**src/rtl/linebuf_window_ctrl.sv**
```systemverilog
// Raster sequencer for a KERNEL-1 deep stack of line buffers: gates lb_ce, tracks (row,col), flags complete windows and framing errors.
// Define CTRL_STATS_EN to add saturating frame_cnt / err_cnt outputs.
module linebuf_window_ctrl #(
    parameter  int IMG_WIDTH  = 640,
    parameter  int IMG_HEIGHT = 480,
    parameter  int KERNEL     = 3,
    localparam int CW         = (IMG_WIDTH  > 1) ? $clog2(IMG_WIDTH)  : 1,
    localparam int RW         = (IMG_HEIGHT > 1) ? $clog2(IMG_HEIGHT) : 1
) (
    input  logic          clk,
    input  logic          rst_n,
    input  logic          in_valid,
    input  logic          in_sof,
    input  logic          in_eol,
    output logic          lb_ce,
    output logic [CW-1:0] col,
    output logic [RW-1:0] row,
    output logic          win_valid,
    output logic          win_eof,
    output logic          err_sync,
`ifdef CTRL_STATS_EN
    output logic [15:0]   frame_cnt,
    output logic [15:0]   err_cnt,
`endif
    output logic          busy
);

    localparam logic [CW-1:0] LAST_COL = CW'(IMG_WIDTH - 1);
    localparam logic [RW-1:0] LAST_ROW = RW'(IMG_HEIGHT - 1);
    localparam logic [CW-1:0] WIN_COL  = CW'(KERNEL - 1);
    localparam logic [RW-1:0] RUN_ROW  = RW'(KERNEL - 1);

    typedef enum logic [1:0] {
        S_IDLE = 2'd0,
        S_FILL = 2'd1,
        S_RUN  = 2'd2,
        S_DONE = 2'd3
    } state_t;

    state_t        r_state;
    state_t        w_state_nxt;
    logic [CW-1:0] r_col_p1;
    logic [RW-1:0] r_row_p1;
    logic          r_win_vld_p1;
    logic          r_eof_p1;
    logic          r_err_p1;

    logic          w_active;
    logic          w_accept;
    logic [CW-1:0] w_col_nxt;
    logic [RW-1:0] w_row_nxt;
    logic          w_at_last_col;
    logic          w_eol_err;
    logic          w_sof_err;
    logic          w_err;
    logic          w_win;
    logic          w_frame_end;

    // ---- stage p0: accept decision and position of the incoming pixel ----
    assign w_active = (r_state == S_FILL) || (r_state == S_RUN);
    assign w_accept = in_valid && (w_active || ((r_state == S_IDLE) && in_sof));

    always_comb begin
        w_col_nxt = r_col_p1;
        w_row_nxt = r_row_p1;
        if (in_sof) begin
            w_col_nxt = '0;
            w_row_nxt = '0;
        end else if (r_col_p1 == LAST_COL) begin
            w_col_nxt = '0;
            w_row_nxt = r_row_p1 + 1'b1;
        end else begin
            w_col_nxt = r_col_p1 + 1'b1;
        end
    end

    // in_eol only cross-checks the counted column; it never steers the counters
    assign w_at_last_col = (w_col_nxt == LAST_COL);
    assign w_eol_err     = w_accept && (in_eol != w_at_last_col);
    assign w_sof_err     = in_valid && in_sof && (w_active || (r_state == S_DONE));
    assign w_err         = w_eol_err || w_sof_err;
    assign w_frame_end   = w_accept && !in_sof && !w_eol_err && w_at_last_col
                           && (w_row_nxt == LAST_ROW);
    assign w_win         = w_accept && (r_state == S_RUN) && !in_sof && !w_eol_err
                           && (w_col_nxt >= WIN_COL);

    always_comb begin
        w_state_nxt = r_state;
        case (r_state)
            S_IDLE: begin
                if (w_accept) begin
                    w_state_nxt = w_eol_err ? S_IDLE : S_FILL;
                end
            end
            S_FILL: begin
                if (w_accept) begin
                    if (w_eol_err) begin
                        w_state_nxt = S_IDLE;
                    end else if (in_sof) begin
                        w_state_nxt = S_FILL;
                    end else if (w_row_nxt == RUN_ROW) begin
                        w_state_nxt = S_RUN;
                    end
                end
            end
            S_RUN: begin
                if (w_accept) begin
                    if (w_eol_err) begin
                        w_state_nxt = S_IDLE;
                    end else if (in_sof) begin
                        w_state_nxt = S_FILL;
                    end else if (w_frame_end) begin
                        w_state_nxt = S_DONE;
                    end
                end
            end
            S_DONE:  w_state_nxt = S_IDLE;
            default: w_state_nxt = S_IDLE;
        endcase
    end

    // ---- stage p1: registered position, window and error flags ----
    always_ff @(posedge clk or negedge rst_n) begin
        if (!rst_n) begin
            r_state      <= S_IDLE;
            r_col_p1     <= '0;
            r_row_p1     <= '0;
            r_win_vld_p1 <= 1'b0;
            r_eof_p1     <= 1'b0;
            r_err_p1     <= 1'b0;
        end else begin
            r_state <= w_state_nxt;
            if (w_accept) begin
                r_col_p1 <= w_col_nxt;
                r_row_p1 <= w_row_nxt;
            end
            r_win_vld_p1 <= w_win;
            r_eof_p1     <= w_win && w_frame_end;
            r_err_p1     <= w_err;
        end
    end

`ifdef CTRL_STATS_EN
    logic [15:0] r_frame_cnt;
    logic [15:0] r_err_cnt;

    function automatic logic [15:0] sat_inc16(input logic [15:0] v);
        return (v == 16'hFFFF) ? v : v + 16'd1;
    endfunction

    always_ff @(posedge clk or negedge rst_n) begin
        if (!rst_n) begin
            r_frame_cnt <= '0;
            r_err_cnt   <= '0;
        end else begin
            if (w_win && w_frame_end) begin
                r_frame_cnt <= sat_inc16(r_frame_cnt);
            end
            if (w_err) begin
                r_err_cnt <= sat_inc16(r_err_cnt);
            end
        end
    end

    assign frame_cnt = r_frame_cnt;
    assign err_cnt   = r_err_cnt;
`endif

    assign lb_ce     = w_accept;
    assign col       = r_col_p1;
    assign row       = r_row_p1;
    assign win_valid = r_win_vld_p1;
    assign win_eof   = r_eof_p1;
    assign err_sync  = r_err_p1;
    assign busy      = (r_state != S_IDLE);

endmodule

```
**config.mk**
```make
export PLATFORM = sky130hd
export DESIGN_NAME = linebuf_window_ctrl
export DESIGN_NICKNAME = d
export VERILOG_FILES = /design/src/rtl/linebuf_window_ctrl.sv
export SDC_FILE = /design/constraint.sdc
export NUM_CORES = 1
export LEC_CHECK = 0
export CORE_MARGIN = 1.5
export CORE_UTILIZATION = 31
export CTS_BUF_LIST = sky130_fd_sc_hd__clkbuf_16
export DETAILED_ROUTE_END_ITERATION = 8
export GPL_TIMING_DRIVEN = 0
export PLACE_DENSITY = 0.61
export REMOVE_ABC_BUFFERS = 1
export SYNTH_ARGS = -nofsm -noshare
export SYNTH_HDL_FRONTEND = slang
export SYNTH_SLANG_ARGS = --single-unit
```
**constraint.sdc**
```tcl
create_clock -name clk -period 6.8 [get_ports clk]
set_clock_uncertainty 0.2 [all_clocks]
set_input_delay 2.04 -clock clk [delete_from_list [all_inputs] [get_ports clk]]
set_output_delay 2.04 -clock clk [all_outputs]
set_load 0.02 [all_outputs]
```
==> flow_summary.ini <==
[detailed_routing]
finalWirelength_um = 5040
vias_per_cell = 5.55
drtAntennaViolNets = 0
drc_errors = 0
vias = 1827
avgRoutedWirePerCell_um = 15.3
drtPass1Iterations = 4
drtIter0Drc = 122

[floorplanning]
core_area_mm2 = 0.00596
num_io_pins = 29
die_h_um = 82.0
fp-row-count = 28
initial_utilization = 0.325
die_area_mm2 = 0.00672
die_w_um = 82.0

[grt]
grt_pass1_vias = 1617
grt_antenna_before_repair = 0
globalRouteTotalUtil = 0.163
gr-total-overflow = 0
grt_pass1_wl_um = 8400
grt_max_degree = 25

[logic_synthesis]
synth-edff-count = 0
ys_warn_count = 0
synth_top_area_frac = 0.311
synthTopCellsByArea = dfrtp_1 31%, o21ai_0 5.4%, nand2_1 4.5%, ha_1 3.9%, mux2i_1 3.1%
syn_area_per_cell_um2 = 8.16
synth_top_area_cell = dfrtp_1
synth-seq-area-share = 0.311
async_reset_ff_frac = 1.00
synth_ff_type = dfrtp_1
synth_area_mm2 = 0.00193
yosys.cell_types.count = 57
syn_inst = 237
ys_ff_latch = 24

[sta]
whs_ns = 0.337
drv_slew = 0
setup_viol = 0
tightest_slew_ns = 1.10
finalCriticalPeriod_ns = 6.42
period_share = 0.944
setup_tns_ns = 0
final_hold_viol_count = 0
grt_setup_unrepaired = no
max-slew-margin-rel = 0.265
fmax_ghz = 0.156

[critical_path]
worst_ep_required_time_ns = 4.56
critPathCaptureType = output port
crit_arrival_ns = 4.18
cp_max_fo = 21
start_kind = input pin
path_class = input pin to output port

[flow_run]
max_cap_violations = 0

[clocking]
cts_tree = done
cts-htree-levels = 1
postCtsSetupRepairBufs = 0
clockRootBuffer = clkbuf_16
clkLatencyLatePin_ns = 0.26
cts_buffer_depth = 2
clk_pin_slew_ns = 0.06
numCtsBuffers = 3
cts_sinks = 24

[layout]
final_common_cell = clkdlybuf4s50_1
drive_gt1_frac = 0.0669
antenna_cells = 0
mostFrequentLayoutCells = 27 x clkdlybuf4s50_1, 24 x dfrtp_1, 23 x nand2_1
area_delta_synth_final_pct = 19.9
fin_nets = 266
utilization = 0.389

[status]
outcome = completed

[worst_hold_path]
hold_path_class = flop to flop

[power_and_ir_drop]
cellPowerDensity_mw_per_mm2 = 297
ir_worst_vdd_mv = 0.163
p_leak_uw = 0.000888

[placement]
dp_hpwl_um = 3630
portBuffers = 28
routabilityCongestion = 0.873
## cells in the mapped netlist (all sizes together) (3+ instances only)
| library cell | n |
|---|---|
| nand3 | 13 |
| and2 | 3 |
| and3 | 6 |
| nand2b | 5 |
| nor3 | 8 |
| inv | 13 |
| a31oi | 4 |
| ha | 6 |
| nor2 | 13 |
| dfrtp | 24 |
| a21o | 3 |
| nand4 | 10 |
| o21ai | 21 |
| buf | 6 |
| mux2i | 6 |
| or2 | 3 |
| o31ai | 3 |
| clkbuf | 9 |
| a21oi | 6 |
| nand2 | 23 |
| nor4 | 7 |
| or3 | 5 |
| xor2 | 3 |
| o22ai | 6 |
## per-stage QoR
| step | cells | total power [µW] | area [µm²] | worst slack, ns |
|---|---|---|---|---|
| 2_1_floorplan | 222 | 435 | 1870 | 1.83 |
| 3_3_place_gp | 325 | 555 | 2240 | -0.228 |
| 3_5_place_dp | 325 | 556 | 2240 | -0.207 |
| 4_1_cts | 329 | 693 | 2320 | 0.0621 |
| 5_1_grt | 329 | 744 | 2320 | 0.277 |
| 6_report | 329 | 689 | 2320 | 0.380 |
## state kept, by name, indices dropped and copies added (netlist names)
register and count:
win_eof 1, err_sync 1, row 9, r_state 2, win_valid 1, col 10
## layer usage
metal / vias to the layer above / GRT usage / wire length, µm
li1: 920 / - / -
met1: 867 / 0.236 / 2440
met2: 33 / 0.248 / 2360
met3: 7 / 0.0189 / 163
met4: 0 / 0.0610 / 74
met5: - / 0 / 0
## worst max-delay path, stage by stage
cell,delay (ns)
clkdlybuf4s50_1,0.56
nand2_1,0.47
inv_2,0.43
clkdlybuf4s50_1,0.66
## area by class of cell
cell class              instances  area [µm²]
fillers                       619        3640
multi-input cells             185        1220
flip-flops and latches         24         601
repair buffers                 28         275
well taps                      75        93.8
clock buffers                   3        75.1
inverters                      13        48.8
clock inverters                 1        3.75
## cell families (layout without fill, tap and decap cells)
group	after synthesis	after routing	synth area share
flip-flops	24	24	0.311
buffers and inverters	28	45	0.0582
AND/OR/NAND/NOR	106	106	0.311
multiplexers	8	8	0.0427
AO/OA/AOI/OAI	60	60	0.216
XOR/XNOR	5	5	0.0227
adder cells (fa/ha/maj)	6	6	0.0388
## worst paths after layout
kind / startpoint / to / slack, ns / cells past startpoint
max in group asynchronous: rst_n / row[6] / 3.57 / 1
setup / recovery: in_valid / lb_ce / 0.38 / 4
setup reg to reg: r_state[0] / r_state[1] / 3.23 / 10
hold reg to reg: row[8] / row[8] / 0.34 / 2
min in group asynchronous: rst_n / col[5] / 2.17 / 1
hold / removal: row[8] / row[8] / 0.34 / 2
## report_power, final
group	internal, µW	switching [µW]	leakage (µW)
Combinational	139	197	0.000531
Clock	78.8	54.4	0.0000385
Sequential	169	51.1	0.000318
## what timing repair did
item | CTS | global route
hold buffers | 0 | 0
gates resized for setup | 1 | 2
endpoints found under the setup margin | 1 | 1
hold endpoints to repair | 0 | 0
Note: power is estimated with default switching activity, not from simulation.
